--- src/rtl/alu_design_if.sv ---
// alu_design_if: operand/command bus and registered result/status bus of the ALU
interface alu_design_if #(
  parameter int WIDTH     = 8,
  parameter int CMD_WIDTH = 4
);
  logic [WIDTH-1:0]     OPA;
  logic [WIDTH-1:0]     OPB;
  logic [CMD_WIDTH-1:0] CMD;
  logic                 CE;
  logic                 CIN;
  logic [1:0]           INP_VALID;
  logic                 MODE;
  logic [2*WIDTH-1:0]   RES;
  logic                 COUT;
  logic                 OFLOW;
  logic                 G;
  logic                 L;
  logic                 E;
  logic                 ERR;
  modport master (
    output OPA, OPB, CMD, CE, CIN, INP_VALID, MODE,
    input  RES, COUT, OFLOW, G, L, E, ERR
  );
  modport slave (
    input  OPA, OPB, CMD, CE, CIN, INP_VALID, MODE,
    output RES, COUT, OFLOW, G, L, E, ERR
  );
endinterface

--- src/rtl/alu_design.sv ---
// alu_design: registered unsigned ALU with arithmetic and logical command sets
module alu_design #(
  parameter int WIDTH     = 8,
  parameter int CMD_WIDTH = 4
) (
  input logic         CLK,
  input logic         RST,
  alu_design_if.slave bus
);
  localparam int SW = $clog2(WIDTH);
  localparam int RW = 2 * WIDTH;
  logic [WIDTH-1:0] a, b;
  logic [RW-1:0]    ax, bx, rot_l, rot_r, res_d, res_q;
  logic [1:0]       iv, need;
  logic             legal, cin, mode;
  logic             cout_d, oflow_d, g_d, l_d, e_d, err_d;
  logic [5:0]       flg_q;
  int unsigned      c;
  assign a     = bus.OPA;
  assign b     = bus.OPB;
  assign iv    = bus.INP_VALID;
  assign cin   = bus.CIN;
  assign mode  = bus.MODE;
  assign c     = 32'(bus.CMD);
  assign ax    = RW'(a);
  assign bx    = RW'(b);
  assign rot_l = {a, a} << b[SW-1:0];
  assign rot_r = {a, a} >> b[SW-1:0];
  // Operand-presence mask each command needs, and whether the command exists at all
  always_comb begin
    need  = mode ? ((c == 4 || c == 5) ? 2'b01 : (c == 6 || c == 7) ? 2'b10 : 2'b11)
                 : ((c == 6 || c == 8 || c == 9) ? 2'b01 : (c == 7 || c == 10 || c == 11) ? 2'b10 : 2'b11);
    legal = mode ? (c <= 10) : (c <= 13);
  end
  // Next result and flags; an error forces everything else to zero except for bad rotate amounts
  always_comb begin
    res_d   = '0;
    cout_d  = 1'b0;
    oflow_d = 1'b0;
    g_d     = 1'b0;
    l_d     = 1'b0;
    e_d     = 1'b0;
    err_d   = 1'b0;
    if (!legal || (need & ~iv) != 2'b00) err_d = 1'b1;
    else if (mode) begin
      case (c)
        0: res_d[WIDTH:0] = {1'b0, a} + {1'b0, b};
        1: begin res_d[WIDTH-1:0] = a - b; oflow_d = a < b; end
        2: res_d[WIDTH:0] = {1'b0, a} + {1'b0, b} + (WIDTH+1)'(cin);
        3: begin
          res_d[WIDTH-1:0] = a - b - WIDTH'(cin);
          oflow_d = {1'b0, a} < {1'b0, b} + (WIDTH+1)'(cin);
        end
        4: res_d[WIDTH:0] = {1'b0, a} + (WIDTH+1)'(1);
        5: begin res_d[WIDTH-1:0] = a - WIDTH'(1); oflow_d = a == '0; end
        6: res_d[WIDTH:0] = {1'b0, b} + (WIDTH+1)'(1);
        7: begin res_d[WIDTH-1:0] = b - WIDTH'(1); oflow_d = b == '0; end
        8: begin g_d = a > b; l_d = a < b; e_d = a == b; end
        9: res_d = (ax + RW'(1)) * (bx + RW'(1));
        10: res_d = RW'({a[WIDTH-2:0], 1'b0}) * bx;
        default: ;
      endcase
      cout_d = (c == 0 || c == 2 || c == 4 || c == 6) && res_d[WIDTH];
    end else begin
      case (c)
        0: res_d[WIDTH-1:0] = a & b;
        1: res_d[WIDTH-1:0] = ~(a & b);
        2: res_d[WIDTH-1:0] = a | b;
        3: res_d[WIDTH-1:0] = ~(a | b);
        4: res_d[WIDTH-1:0] = a ^ b;
        5: res_d[WIDTH-1:0] = ~(a ^ b);
        6: res_d[WIDTH-1:0] = ~a;
        7: res_d[WIDTH-1:0] = ~b;
        8: res_d[WIDTH-1:0] = a >> 1;
        9: res_d[WIDTH-1:0] = a << 1;
        10: res_d[WIDTH-1:0] = b >> 1;
        11: res_d[WIDTH-1:0] = b << 1;
        12: begin res_d[WIDTH-1:0] = rot_l[RW-1:WIDTH]; err_d = |b[WIDTH-1:SW]; end
        13: begin res_d[WIDTH-1:0] = rot_r[WIDTH-1:0]; err_d = |b[WIDTH-1:SW]; end
        default: ;
      endcase
    end
  end
  // Output registers: reset clears, CE=0 holds
  always_ff @(posedge CLK) begin
    if (RST) begin
      res_q <= '0;
      flg_q <= '0;
    end else if (bus.CE) begin
      res_q <= res_d;
      flg_q <= {cout_d, oflow_d, g_d, l_d, e_d, err_d};
    end
  end
  assign bus.RES   = res_q;
  assign {bus.COUT, bus.OFLOW, bus.G, bus.L, bus.E, bus.ERR} = flg_q;
endmodule

--- src/flat_wrapper.sv ---
// flat-port wrapper written by rule: the top's interface ports become plain ports
module alu_design_flat 
#(
  parameter int WIDTH     = 8,
  parameter int CMD_WIDTH = 4
)
  (CLK, RST, bus_OPA, bus_OPB, bus_CMD, bus_CE, bus_CIN, bus_INP_VALID, bus_MODE, bus_RES, bus_COUT, bus_OFLOW, bus_G, bus_L, bus_E, bus_ERR);
  alu_design_if #(.WIDTH(WIDTH), .CMD_WIDTH(CMD_WIDTH)) bus_i ();
  input logic CLK;
  input logic RST;
  input wire logic [$bits(bus_i.OPA)-1:0] bus_OPA;
  input wire logic [$bits(bus_i.OPB)-1:0] bus_OPB;
  input wire logic [$bits(bus_i.CMD)-1:0] bus_CMD;
  input wire logic [$bits(bus_i.CE)-1:0] bus_CE;
  input wire logic [$bits(bus_i.CIN)-1:0] bus_CIN;
  input wire logic [$bits(bus_i.INP_VALID)-1:0] bus_INP_VALID;
  input wire logic [$bits(bus_i.MODE)-1:0] bus_MODE;
  output wire logic [$bits(bus_i.RES)-1:0] bus_RES;
  output wire logic [$bits(bus_i.COUT)-1:0] bus_COUT;
  output wire logic [$bits(bus_i.OFLOW)-1:0] bus_OFLOW;
  output wire logic [$bits(bus_i.G)-1:0] bus_G;
  output wire logic [$bits(bus_i.L)-1:0] bus_L;
  output wire logic [$bits(bus_i.E)-1:0] bus_E;
  output wire logic [$bits(bus_i.ERR)-1:0] bus_ERR;
  assign bus_i.OPA = bus_OPA;
  assign bus_i.OPB = bus_OPB;
  assign bus_i.CMD = bus_CMD;
  assign bus_i.CE = bus_CE;
  assign bus_i.CIN = bus_CIN;
  assign bus_i.INP_VALID = bus_INP_VALID;
  assign bus_i.MODE = bus_MODE;
  assign bus_RES = bus_i.RES;
  assign bus_COUT = bus_i.COUT;
  assign bus_OFLOW = bus_i.OFLOW;
  assign bus_G = bus_i.G;
  assign bus_L = bus_i.L;
  assign bus_E = bus_i.E;
  assign bus_ERR = bus_i.ERR;
  alu_design #(.WIDTH(WIDTH), .CMD_WIDTH(CMD_WIDTH)) u_core (.CLK(CLK), .RST(RST), .bus(bus_i));
endmodule
--- config.mk ---
export PLATFORM = sky130hd
export DESIGN_NAME = alu_design_flat
export DESIGN_NICKNAME = d
export VERILOG_FILES = /design/src/rtl/alu_design_if.sv /design/src/rtl/alu_design.sv /design/src/flat_wrapper.sv
export SDC_FILE = /design/constraint.sdc
export NUM_CORES = 1
export LEC_CHECK = 0
export CELL_PAD_IN_SITES_DETAIL_PLACEMENT = 2
export CELL_PAD_IN_SITES_GLOBAL_PLACEMENT = 2
export CORE_MARGIN = 5
export CORE_UTILIZATION = 34
export DETAILED_ROUTE_END_ITERATION = 6
export MAX_ROUTING_LAYER = met4
export PLACE_DENSITY_LB_ADDON = 0.2
export SYNTH_ARGS = -nofsm -noshare
export SYNTH_HDL_FRONTEND = slang
export SYNTH_SLANG_ARGS = --single-unit
export TNS_END_PERCENT = 20
--- constraint.sdc ---
create_clock -name CLK -period 6.9 [get_ports CLK]
set_input_delay 2.07 -clock CLK [delete_from_list [all_inputs] [get_ports CLK]]
set_output_delay 2.07 -clock CLK [all_outputs]
set_load 0.005 [all_outputs]
==> flow_summary.yaml <==
pwr:
  switching_share: 0.511
  share_clk_of_total_power: 0.068
  internal_power_mw: 1.29
  design_power_total_mw: 2.64
  powerDensity_nw_per_um2: 227
  share_comb_of_total_power: 0.882
  power.net_switching_mw: 1.35
  seq_power_share: 0.050
  leakagePower_nw: 5.36
  worst_vdd_rail_ir_drop_mv: 0.222
clock_network:
  clock_tree.root_cell: "sky130_fd_sc_hd__clkbuf_16"
  clk_path_buf_depth: 2
  tritoncts_buffers: 3
  cts.sink_count: 22
  clk_pin_slew_worst_setup_hold_paths_ns: 0.08
  htree_num_levels: 1
  clock_insertion_delay_worst_skew_ns: 0.27
  holdBufCountCts: 0
  cts_tree: "done"
status:
  violations: "negative setup slack"
  run_status: "finished with violations"
synthesis:
  synth_edf_count: 0
  syn_inst: 1202
  synth_most_common_cell: "sky130_fd_sc_hd__inv_1"
  async_reset_ff_frac: 0
  mappedNetlistNets: 1415
  syn-mean-instance-area_sq_um: 7.48
  yosysTopAreaCellShare: 0.178
  synth_ff_type: "sky130_fd_sc_hd__dfxtp_1"
  netlist_top_cells_count: "sky130_fd_sc_hd__inv_1 (145), sky130_fd_sc_hd__nor2_1 (133), sky130_fd_sc_hd__nand2_1 (115)"
  synth-warning-count: 0
  number_of_storage_elements_in_the_synthesis_netlist: 22
  netlist.top_cell.by_area: "sky130_fd_sc_hd__fa_1"
  ys_seq_area_frac: 0.0490
  netlist-cell-type-count: 77
  post_synth_main_area_contributors: "sky130_fd_sc_hd__fa_1 (18%), sky130_fd_sc_hd__ha_1 (15%), sky130_fd_sc_hd__inv_1 (6.1%)"
  synthesis.area_sq_um: 9000
route:
  dr_total_vias: 10300
  wl_mm: 49.7
  detailedRoute.firstPassIterationCount: 7
  post_drt_wl_per_cell_um: 29.0
  drt_iter0_markers: 741
  vias_cell: 6.00
  route.detailed.drc: 0
  antenna_violating_nets_post_route: 0
timing:
  final.setup_skew_ns: 0
  timing.final.crit_share: 1.00
  final-max-slew-violation-count: 0
  timing_worst_slew_pin_value_ns: 1.06
  clock.fmax_mhz: 145
  hold_viol_final: 0
  slew_headroom: 0.291
  fin_crit_ns: 6.91
  postLayoutSetupSlackWorst_ns: -0.00662
  timing.hold.ws_ns: 0.486
  report.final.setup_viol: 1
grt:
  grt_max_degree: 31
  grtUsageTotal: 0.308
  vias_in_the_first_global_route: 10900
  grt_pass1_wl_mm: 69.4
  antenna_found_initial: 1
  gr-total-overflow: 0
worst_setup_path:
  worst_setup_path_end_kind: "flop"
  cp-start-kind: "input pin"
  critical-path-slowest-cell: "sky130_fd_sc_hd__fa_1"
  cpMostUsedCell: "sky130_fd_sc_hd__buf_4"
  count_of_buffering_cells_on_the_critical_path_with_inverters_included: 10
  worst_ep_arrival_time_ns: 7.06
  highest_net_fanout_along_the_worst_path: 5
  cpPeakStageDelay_ns: 0.57
  critPathRequiredTime_ns: 7.06
  criticalPathCategory: "input pin to flop"
  cpLargestDelayFamily: "adder cells"
floorplanning:
  ios: 49
  die_height_um: 173
  die_area_sq_um: 29800
  initial_core_util: 0.345
  placeableCoreArea_sq_um: 26100
  chipWidth_um: 173
  num_rows: 59
layout:
  fillerInstances: 2992
  final_util: 0.447
  post_route_cells_drive_above_1_share: 0.221
  area_growth_syn_to_layout_pct: 29.5
  area.sequential_sq_um: 440
  layout.nets: 1592
  post-route-cell-area_sq_um: 11600
  multi_input_comb_area_sq_um: 8210
placed_design:
  placed_area_sq_um: 10900
  place_congestion: 0.975
  port_buffers: 48
  hpwlAfterDp_mm: 37.1
run:
  max_cap_viol_count: 0
min_path:
  worstHoldPathType: "flop to flop"
power by group through the flow:
stage	Combinational [mW]	Sequential (mW)	Clock, mW
after floorplan	1.08	0.135	0
after detailed placement	1.85	0.135	0
final	2.33	0.133	0.178
after CTS	2.04	0.132	0.181
after global placement	1.77	0.135	0
after global routing	2.49	0.133	0.184
state kept, by name, summed over array words and instances, names as in the netlist:
register / count
u_core.bus.RES: 16
u_core.flg_q: 6
timing repair:
action	in CTS	in global routing
setup endpoints to repair	12	11
gates cloned	0	0
buffers inserted	12	16
pin swaps	30	46
gates resized for setup	65	78
metrics by stage:
stage / setup TNS [ns] / cells / setup slack, ns
2_1_floorplan: -0.0128 / 1202 / -0.0128
3_3_place_gp: -4.94 / 1682 / -0.672
3_5_place_dp: -7.44 / 1682 / -0.982
4_1_cts: 0 / 1698 / 0.00110
5_1_grt: -0.849 / 1714 / -0.188
6_report: -0.00662 / 1714 / -0.00662
final timing paths:
| kind | end | from | slack, ns | cells past startpoint |
|---|---|---|---|---|
| worst min-delay path | u_core.bus.RES[3] | u_core.bus.RES[3] | 0.49 | 2 |
| worst max register to register | u_core.bus.RES[5] | u_core.bus.RES[5] | 5.16 | 6 |
| worst min register to register | u_core.bus.RES[3] | u_core.bus.RES[3] | 0.49 | 2 |
| worst max-delay path | u_core.bus.RES[10] | bus_OPA[0] | -0.007 | 26 |
kinds of logic after synthesis:
family                     after synthesis  synth area share
DFF                                     22            0.0490
buffers and inverters                  217            0.0930
adders and majority gates              186             0.325
and+or+nand+nor                        407             0.212
xor gates and xnor gates                87            0.0879
AOI/OAI and AO/OA                      253             0.187
muxes                                   30            0.0448
placed cells by master (no fill, tap or decap), types with 7 or more instances in the layout:
cell | netlist | final
sky130_fd_sc_hd__nand2b_1 | 25 | 23
sky130_fd_sc_hd__buf_6 | 0 | 13
sky130_fd_sc_hd__o21ai_0 | 48 | 45
sky130_fd_sc_hd__clkbuf_2 | 0 | 8
sky130_fd_sc_hd__ha_1 | 106 | 93
sky130_fd_sc_hd__nor4_1 | 7 | 7
sky130_fd_sc_hd__o22ai_1 | 26 | 26
sky130_fd_sc_hd__fa_1 | 80 | 77
sky130_fd_sc_hd__nor2_2 | 1 | 7
sky130_fd_sc_hd__a22oi_1 | 15 | 15
sky130_fd_sc_hd__or2_2 | 9 | 8
sky130_fd_sc_hd__a21oi_1 | 56 | 52
sky130_fd_sc_hd__clkdlybuf4s50_1 | 0 | 32
sky130_fd_sc_hd__or3_1 | 7 | 7
sky130_fd_sc_hd__dfxtp_1 | 22 | 22
sky130_fd_sc_hd__nor2_1 | 133 | 127
sky130_fd_sc_hd__buf_4 | 0 | 173
sky130_fd_sc_hd__ha_4 | 0 | 10
sky130_fd_sc_hd__nor3_1 | 24 | 22
sky130_fd_sc_hd__mux4_2 | 8 | 8
sky130_fd_sc_hd__o21a_1 | 8 | 8
sky130_fd_sc_hd__xnor2_1 | 61 | 49
sky130_fd_sc_hd__a21o_1 | 12 | 12
sky130_fd_sc_hd__inv_1 | 145 | 136
sky130_fd_sc_hd__xor2_1 | 23 | 22
sky130_fd_sc_hd__xnor2_2 | 2 | 12
sky130_fd_sc_hd__nand3_1 | 31 | 26
sky130_fd_sc_hd__a211oi_1 | 11 | 10
sky130_fd_sc_hd__a221oi_1 | 11 | 11
sky130_fd_sc_hd__inv_2 | 1 | 12
sky130_fd_sc_hd__mux2i_1 | 20 | 20
sky130_fd_sc_hd__nand2_1 | 115 | 112
sky130_fd_sc_hd__nor2b_1 | 18 | 16
final cells by class:
cell class	count	share of cell area
Timing Repair Buffer	234	0.162
Tap cell	335	0.0360
Antenna cell	1	0.000215
Inverter	155	0.0505
Multi-Input combinational cell	963	0.705
Clock inverter	1	0.00258
Clock buffer	3	0.00644
Sequential cell	22	0.0378
worst reg2reg max path: cells and delay by family, from the launching register on:
family	cells	cell delay, ns
AO/OA/AOI/OAI	4	1.09
flip-flops	1	0.35
AND/OR/NAND/NOR	2	0.17
layer usage:
layer / global-route usage / part of all wire / vias up / wire length [um]
met4: 0.0970 / 0.043 / 0 / 2160
met1: 0.386 / 0.41 / 5339 / 20400
met5: - / 0 / - / 0
met3: 0.0367 / 0.060 / 128 / 2970
met2: 0.519 / 0.49 / 377 / 24100
li1: - / - / 4436 / -
No activity file was read; power rests on OpenSTA's default activity.
